File: config.mk
export PLATFORM = sky130hd
export DESIGN_NAME = iq_decimator
export DESIGN_NICKNAME = d
export VERILOG_FILES = /design/src/rtl/iq_decimator.sv
export SDC_FILE = /design/constraint.sdc
export NUM_CORES = 1
export LEC_CHECK = 0
export ABC_AREA = 1
export CAP_MARGIN = 10
export CELL_PAD_IN_SITES_DETAIL_PLACEMENT = 1
export CELL_PAD_IN_SITES_GLOBAL_PLACEMENT = 2
export CORE_MARGIN = 5
export CORE_UTILIZATION = 30
export CTS_CLUSTER_SIZE = 14
export DETAILED_ROUTE_END_ITERATION = 16
export HOLD_SLACK_MARGIN = 0.12
export PLACE_DENSITY_LB_ADDON = 0.1
export SKIP_CTS_REPAIR_TIMING = 1
export SYNTH_ARGS = -nofsm -noshare
export SYNTH_HDL_FRONTEND = slang
export SYNTH_SLANG_ARGS = --single-unit
File: constraint.sdc
create_clock -name clk_i -period 3.5 [get_ports clk_i]
set_input_delay 0.35 -clock clk_i [delete_from_list [all_inputs] [get_ports clk_i]]
set_output_delay 0.35 -clock clk_i [all_outputs]
set_load 0.02 [all_outputs]
File: src/rtl/iq_decimator.sv
// iq_decimator: 4-lane I/Q integrate-and-dump decimator; define IQ_DECIMATOR_SAT_EN for saturating output
module iq_decimator #(
    parameter int IN_W = 28,
    parameter int DEC_LOG2 = 4,
    parameter int SHIFT = 14,
    parameter int OUT_W = 24,
    localparam int ACC_W = IN_W + 2 + DEC_LOG2,
    localparam int BW = DEC_LOG2 > 0 ? DEC_LOG2 : 1
) (
    input  logic             clk_i,
    input  logic             rst_ni,
    input  logic             valid_i,
    input  logic [IN_W-1:0]  inphase0_i,
    input  logic [IN_W-1:0]  inphase1_i,
    input  logic [IN_W-1:0]  inphase2_i,
    input  logic [IN_W-1:0]  inphase3_i,
    input  logic [IN_W-1:0]  quadrature0_i,
    input  logic [IN_W-1:0]  quadrature1_i,
    input  logic [IN_W-1:0]  quadrature2_i,
    input  logic [IN_W-1:0]  quadrature3_i,
    output logic [OUT_W-1:0] i_o,
    output logic [OUT_W-1:0] q_o,
    output logic             valid_o,
    output logic             ovf_o,
    output logic [BW-1:0]    beat_cnt_o
);
    localparam logic [BW-1:0] LAST = BW'((1 << DEC_LOG2) - 1);
    localparam logic signed [ACC_W:0] RND = ((ACC_W + 1)'(1) << SHIFT) >> 1;
`ifdef IQ_DECIMATOR_SAT_EN
    localparam logic signed [ACC_W:0] MAX_R = (ACC_W + 1)'((1 << (OUT_W - 1)) - 1);
    localparam logic signed [ACC_W:0] MIN_R = -MAX_R - 1;
`endif

    logic s1_valid_q, s1_valid_d, s2_dump_q, s2_dump_d, valid_q, valid_d, ovf_q, ovf_d;
    logic signed [IN_W+1:0] sum_i_q, sum_i_d, sum_q_q, sum_q_d;
    logic signed [ACC_W-1:0] acc_i_q, acc_i_d, acc_q_q, acc_q_d;
    logic [BW-1:0] beat_cnt_q, beat_cnt_d;
    logic [OUT_W-1:0] out_i_q, out_i_d, out_q_q, out_q_d;
    logic signed [ACC_W:0] r_i, r_q;
    logic [OUT_W:0] n_i, n_q;

    function automatic logic signed [IN_W+1:0] lane_sum(input logic [IN_W-1:0] a, b, c, d);
        return (IN_W + 2)'($signed(a)) + (IN_W + 2)'($signed(b))
             + (IN_W + 2)'($signed(c)) + (IN_W + 2)'($signed(d));
    endfunction

    // MSB of the result flags a clipped value
    function automatic logic [OUT_W:0] narrow(input logic signed [ACC_W:0] r);
`ifdef IQ_DECIMATOR_SAT_EN
        return r > MAX_R ? {1'b1, MAX_R[OUT_W-1:0]}
             : r < MIN_R ? {1'b1, MIN_R[OUT_W-1:0]}
             : {1'b0, r[OUT_W-1:0]};
`else
        return {1'b0, r[OUT_W-1:0]};
`endif
    endfunction

    always_comb begin
        s1_valid_d = valid_i;
        sum_i_d = valid_i ? lane_sum(inphase0_i, inphase1_i, inphase2_i, inphase3_i) : sum_i_q;
        sum_q_d = valid_i ? lane_sum(quadrature0_i, quadrature1_i, quadrature2_i, quadrature3_i) : sum_q_q;
        acc_i_d = !s1_valid_q ? acc_i_q
                : beat_cnt_q == '0 ? ACC_W'(sum_i_q) : acc_i_q + ACC_W'(sum_i_q);
        acc_q_d = !s1_valid_q ? acc_q_q
                : beat_cnt_q == '0 ? ACC_W'(sum_q_q) : acc_q_q + ACC_W'(sum_q_q);
        beat_cnt_d = !s1_valid_q ? beat_cnt_q : beat_cnt_q == LAST ? '0 : beat_cnt_q + 1'b1;
        s2_dump_d = s1_valid_q && beat_cnt_q == LAST;
        r_i = ((ACC_W + 1)'(acc_i_q) + RND) >>> SHIFT;
        r_q = ((ACC_W + 1)'(acc_q_q) + RND) >>> SHIFT;
        n_i = narrow(r_i);
        n_q = narrow(r_q);
        out_i_d = s2_dump_q ? n_i[OUT_W-1:0] : out_i_q;
        out_q_d = s2_dump_q ? n_q[OUT_W-1:0] : out_q_q;
        ovf_d = s2_dump_q ? n_i[OUT_W] | n_q[OUT_W] : ovf_q;
        valid_d = s2_dump_q;
    end

    always_ff @(posedge clk_i) begin
        if (!rst_ni) begin
            s1_valid_q <= 1'b0;
            s2_dump_q <= 1'b0;
            valid_q <= 1'b0;
            ovf_q <= 1'b0;
            sum_i_q <= '0;
            sum_q_q <= '0;
            acc_i_q <= '0;
            acc_q_q <= '0;
            beat_cnt_q <= '0;
            out_i_q <= '0;
            out_q_q <= '0;
        end else begin
            s1_valid_q <= s1_valid_d;
            s2_dump_q <= s2_dump_d;
            valid_q <= valid_d;
            ovf_q <= ovf_d;
            sum_i_q <= sum_i_d;
            sum_q_q <= sum_q_d;
            acc_i_q <= acc_i_d;
            acc_q_q <= acc_q_d;
            beat_cnt_q <= beat_cnt_d;
            out_i_q <= out_i_d;
            out_q_q <= out_q_d;
        end
    end

    assign i_o = out_i_q;
    assign q_o = out_q_q;
    assign valid_o = valid_q;
    assign ovf_o = ovf_q;
    assign beat_cnt_o = beat_cnt_q;
endmodule

# Word-level counts from Yosys, hierarchy flattened
# Cells that the tools add are included.
# word_totals
ff_bits,177
latch_bits,0
ramBits,0
rom_bits,0
input_bits,227
output_inout_bits,54
elab_cells,27
mem_count,0
# classes
addsub,11
multipliers,0
n_div,0
magnitude_cmp,0
eq_ne,1
shifts,0
mux,3
n_bitwise,0
n_reduce_logical,2
# op_table
operator,count
$add 34x15->35 const B,2
$add 34x30->34,2
$mux 34,2
$add 29x28->30,2
$add 30x28->30,2
$add 28x28->29,2
$add 4x1->4 const B,1
$eq 4x4->1 const B,1
$logic_not 4->1,1
$mux 4,1
$logic_and 1x1->1,1

# Depth between registers and ports, before layout
# logic_depth
depth_word,3
mapped_depth,20
depth_no_buf,20

# Worst setup path before layout
# Ideal clock, no wire load.
# synth_path
path_kind,input port to flip-flop
from,in inphase0_i[1]
to,reg sum_i_q[27]
setup_time_ns,0.109
t_arrival_ns,2.936
slack_ns,0.455
cell_stages,19
n_path_buf,0
path_cell_list,inv_1 > fa_1 > inv_1 > fa_1 > ha_1 > inv_1 > fa_1 > inv_1 > nand3_1 > nand2_1 > nand2_1 > nand3_1 > nand2_1 > nand2_1 > nand3b_1 > nand3_1 > nand3_1 > nand2_1 > inv_1
# synth_via
elab_chain_len,3
# synth_rtl
item,line_no,rtl
"start, declared",13,"input logic [IN_W-1:0] inphase0_i,"
$add 28x28->29,43,return (IN_W + 2)'($signed(a)) + (IN_W + 2)'($signed(b))
$add 29x28->30,44,+ (IN_W + 2)'($signed(c)) + (IN_W + 2)'($signed(d));
$add 30x28->30,44,
"end signal, assigned",96,sum_i_q <= sum_i_d;
"end, declared",35,"logic signed [IN_W+1:0] sum_i_q, sum_i_d, sum_q_q, sum_q_d;"
# No other way between the ends.
# A chain may end at the register's enable or synchronous reset.

# Final worst setup path
# layout_path
from,in quadrature0_i[19]
to,reg sum_q_q[29]
# layout_via
elab_chain_len,3
# layout_rtl
item,line_no,rtl
"start, declared",17,"input logic [IN_W-1:0] quadrature0_i,"
$add 28x28->29,43,
$add 29x28->30,44,
$add 30x28->30,44,
"end signal, assigned",97,sum_q_q <= sum_q_d;
"end, declared",35,
# No other way between the ends.

==> metrics.md <==
| Metric | Value |
|---|---|
| Run status | complete, no violations |
| Initial antenna violation count | 2 |
| Inst Count DP | between 4000 and 5000 |
| Hold Path End | sum_q_q[14]$_SDFFE_PN0P_ |
| CTS Sinks | around 180 |
| Reg-to-Reg End | acc_i_q[16]$_SDFFE_PN0P_ |
| Final setup margin | 205 ps |
| Tot Pwr | 11000 µW |
| Crit path max fanout | 4 |
| Pre-CTS setup slack | -362 ps |
| Clock tree buffer depth | 2 |
| # setup viols final | 0 |
| CP required | around 3900 ps |
| Latest clock arrival within the worst-skew pair | between 400 and 500 ps |
| Layout area overhead | 27.3% |
| Crit. End Element | flip-flop |
| Worst path cell trace | clkdlybuf4s50_1, inv_1, fa_1, fa_1, inv_1, ha_1, buf_4, nand2_1, o21ai_0, a21oi_1, nor2_1, nor2_1, a21oi_1, nor2_1, nor2_1 |
| DR WL/cell | 16.4 µm |
| Vias in the first global route | 22400 |
| Initial core utilization | 0.304 |
| Core area | ~66000 µm² |
| Largest net degree at the start of global routing | 91 |
| CTS H-Tree Depth | 4 |
| Sequential area share after synthesis | 0.177 |
| Drt first pass iters | 5 |
| CTS tree | built |
| Net count after synthesis | 3701 |
| Worst-Margin Slew | around 800 ps |
| Post-synthesis xor/xnor area fraction | 0.0363 |
| Post-route DRC | 0 |
| FF+latch area | 3550 µm² |
| Gr usage total | 0.203 |
| Antenna Violating Nets Remaining | 0 |
| Complex-gate fraction of the synthesized area | 0.124 |
| Leakage power total | ~0.014 µW |
| Clock-pin slew on the worst setup and hold paths | 80 ps |
| Largest delay share family, worst path | adder cells |
| CP most frequent cell | nor2_1 |
| Routability cong. | 0.874 |
| Max-cap violations | 0 |
| Nets | 4089 |
| Vias per cell | about 4.7 |
| Root buffer cell | clkbuf_16 |
| Worst r2r src | sum_i_q[0]$_SDFFE_PN0P_ |
| Mux cell area share after synthesis | 0 |
| Die Wd | 268 µm |
| Yosys top cell area share | 0.177 |
| Largest cells by area after synthesis | dfxtp_1 18%, inv_1 14%, nand2_1 14%, fa_1 12%, ha_1 8.0% |
| Syn Std Cell Area | 20000 µm² |
| CP Launch Type | primary input |
| Post-synth EDFFs | 0 |
| Seq cells post-synth | 177 |
| Cell accounting for the most synthesized area | dfxtp_1 |
| Data arrival time of the worst path | between 3000 and 4000 ps |
| Critical path class | primary input to flip-flop |
| Final Non-Filler Cells | 4495 |
| Mapped Cells | 3230 |
| Pwr Density | 430 nW/µm² |
| Fmax | between 300 and 400 MHz |
| Number of distinct library cells after synthesis | 44 |
| Max stage delay on crit path | around 520 ps |
| Simple-Gate Fraction of Synth Area | 0.307 |
| Hold Violations, Final | 0 |
| Die area | 72100 µm² |
| Fill cells | about 8600 |
| Most common cell after layout, fill and taps aside | inv_1 |
| Post-DP HPWL | 62.8 mm |
| Top_reg_cell synth | dfxtp_1 |
| Final wirelength | 73.6 mm |
| Worst hold path startpoint | valid_i |
| Ys Warns | 0 |
| Starting DRT DRC Count | 802 |
| Rows | 94 |
| Final hold slack | roughly 420 ps |
| Clk_skew | about 15 ps |
| Critical Path Slowest Stage Cell | fa_1 |
| Min Tclk post-route | roughly 3300 ps |
| Fin. max-slew vios | 0 |
| Tcrit/Tclk final | 0.941 |
| Multi-input gate area | about 13000 µm² |
| Chip height | between 200 and 300 µm |
| R2R Setup Slk | 1020 ps |
| Total CTS buffers | 17 |
| Worst path bufs/invs | 4 |
| Commonest cells after routing, fill and taps aside | 763 x inv_1, 749 x nand2_1, 303 x nor2_1 |
| Syn_area_per_cell | 6.20 µm² |
| HP Class | primary input to flip-flop |
| Post-synthesis adder-cell area fraction | 0.196 |
| Share of cells above drive strength 1 | 0.0848 |
| Ys async rst share | 0 |
| I/O Pins | 281 |
| Max VDD drop | 0.354 mV |
| Register-to-Register Path Depth | 12 |
| Vias | 20900 |
| GR Overflow Total | 0 |
| RSZ-0062 raised after global routing | false |
| Max_slew headroom | 0.452 |
| Antenna cell count | 0 |
| PortBufs | 279 |
| Wire length of the first global-routing pass | 118 mm |
| Largest family of logic cells by synthesized area | simple AND/OR/NAND/NOR gates |
| Hold-critical path depth | 3 |
state kept, by name (all words and copies together), names as in the netlist, 4 cells and up:
name and cells:
acc_i_q 34, acc_q_q 34, beat_cnt_o 4, i_o 21, q_o 21, sum_i_q 30
sum_q_q 30
worst max-delay path by stage:
stage                            startpoint                        to  depth (start not counted)
after global placement        inphase0_i[1]  sum_i_q[25]$_SDFFE_PN0P_                         20
after detailed placement      inphase0_i[1]  sum_i_q[29]$_SDFFE_PN0P_                         19
after floorplan               inphase0_i[1]  sum_i_q[27]$_SDFFE_PN0P_                         19
after global routing       quadrature0_i[5]  sum_q_q[14]$_SDFFE_PN0P_                         13
final                     quadrature0_i[19]  sum_q_q[29]$_SDFFE_PN0P_                         15
after CTS                     inphase0_i[1]  sum_i_q[29]$_SDFFE_PN0P_                         19
metal layers:
layer  track usage  up-vias  share of wire
li1              -    10700              -
met1         0.282     9796           0.49
met2         0.342      327           0.46
met3        0.0264       62          0.037
met4        0.0387        4          0.012
met5             0        -        0.00037
cell type report:
| type | count | area share |
|---|---|---|
| multi-input cells | 2206 | 0.522 |
| flip-flops and latches | 177 | 0.139 |
| clock inverters | 15 | 0.00765 |
| clock buffers | 17 | 0.0167 |
| inverters | 773 | 0.114 |
| well taps | 864 | 0.0424 |
| repair buffers | 443 | 0.159 |
cell usage after synthesis (45+ instances only):
library cell / instances
a21oi_1: 202
clkbuf_1: 51
dfxtp_1: 177
fa_1: 116
ha_1: 128
inv_1: 764
nand2_1: 751
nand3_1: 194
nand4_1: 45
nor2_1: 303
o21ai_0: 166
xor2_1: 51
metrics by stage:
step / setup TNS, ps / instance area (µm²) / utilization
5_1_grt: 0 / 25500 / 0.387
3_3_place_gp: -3720 / 24900 / 0.377
4_1_cts: 0 / 25500 / 0.386
6_report: 0 / 25500 / 0.387
3_5_place_dp: -5990 / 24900 / 0.377
2_1_floorplan: 0 / 20000 / -
tightest hold or removal path, cell delays in order:
cell	delay, ps
buf_2	110
buf_12	180
a21oi_1	170
report_power, final:
part / total (µW) / switching (µW) / internal, µW
Combinational: 6330 / 3610 / 2720
Sequential: 2530 / 301 / 2230
Clock: 2110 / 1020 / 1090
logic make-up after synthesis:
family                   after synthesis
flip-flops                           177
AND/OR/NAND/NOR                     1424
other                                  1
AO/OA/AOI/OAI                        454
buffers and inverters                847
adder cells (fa/ha/maj)              244
XOR/XNOR                              83
(Power assumes the default switching activity.)
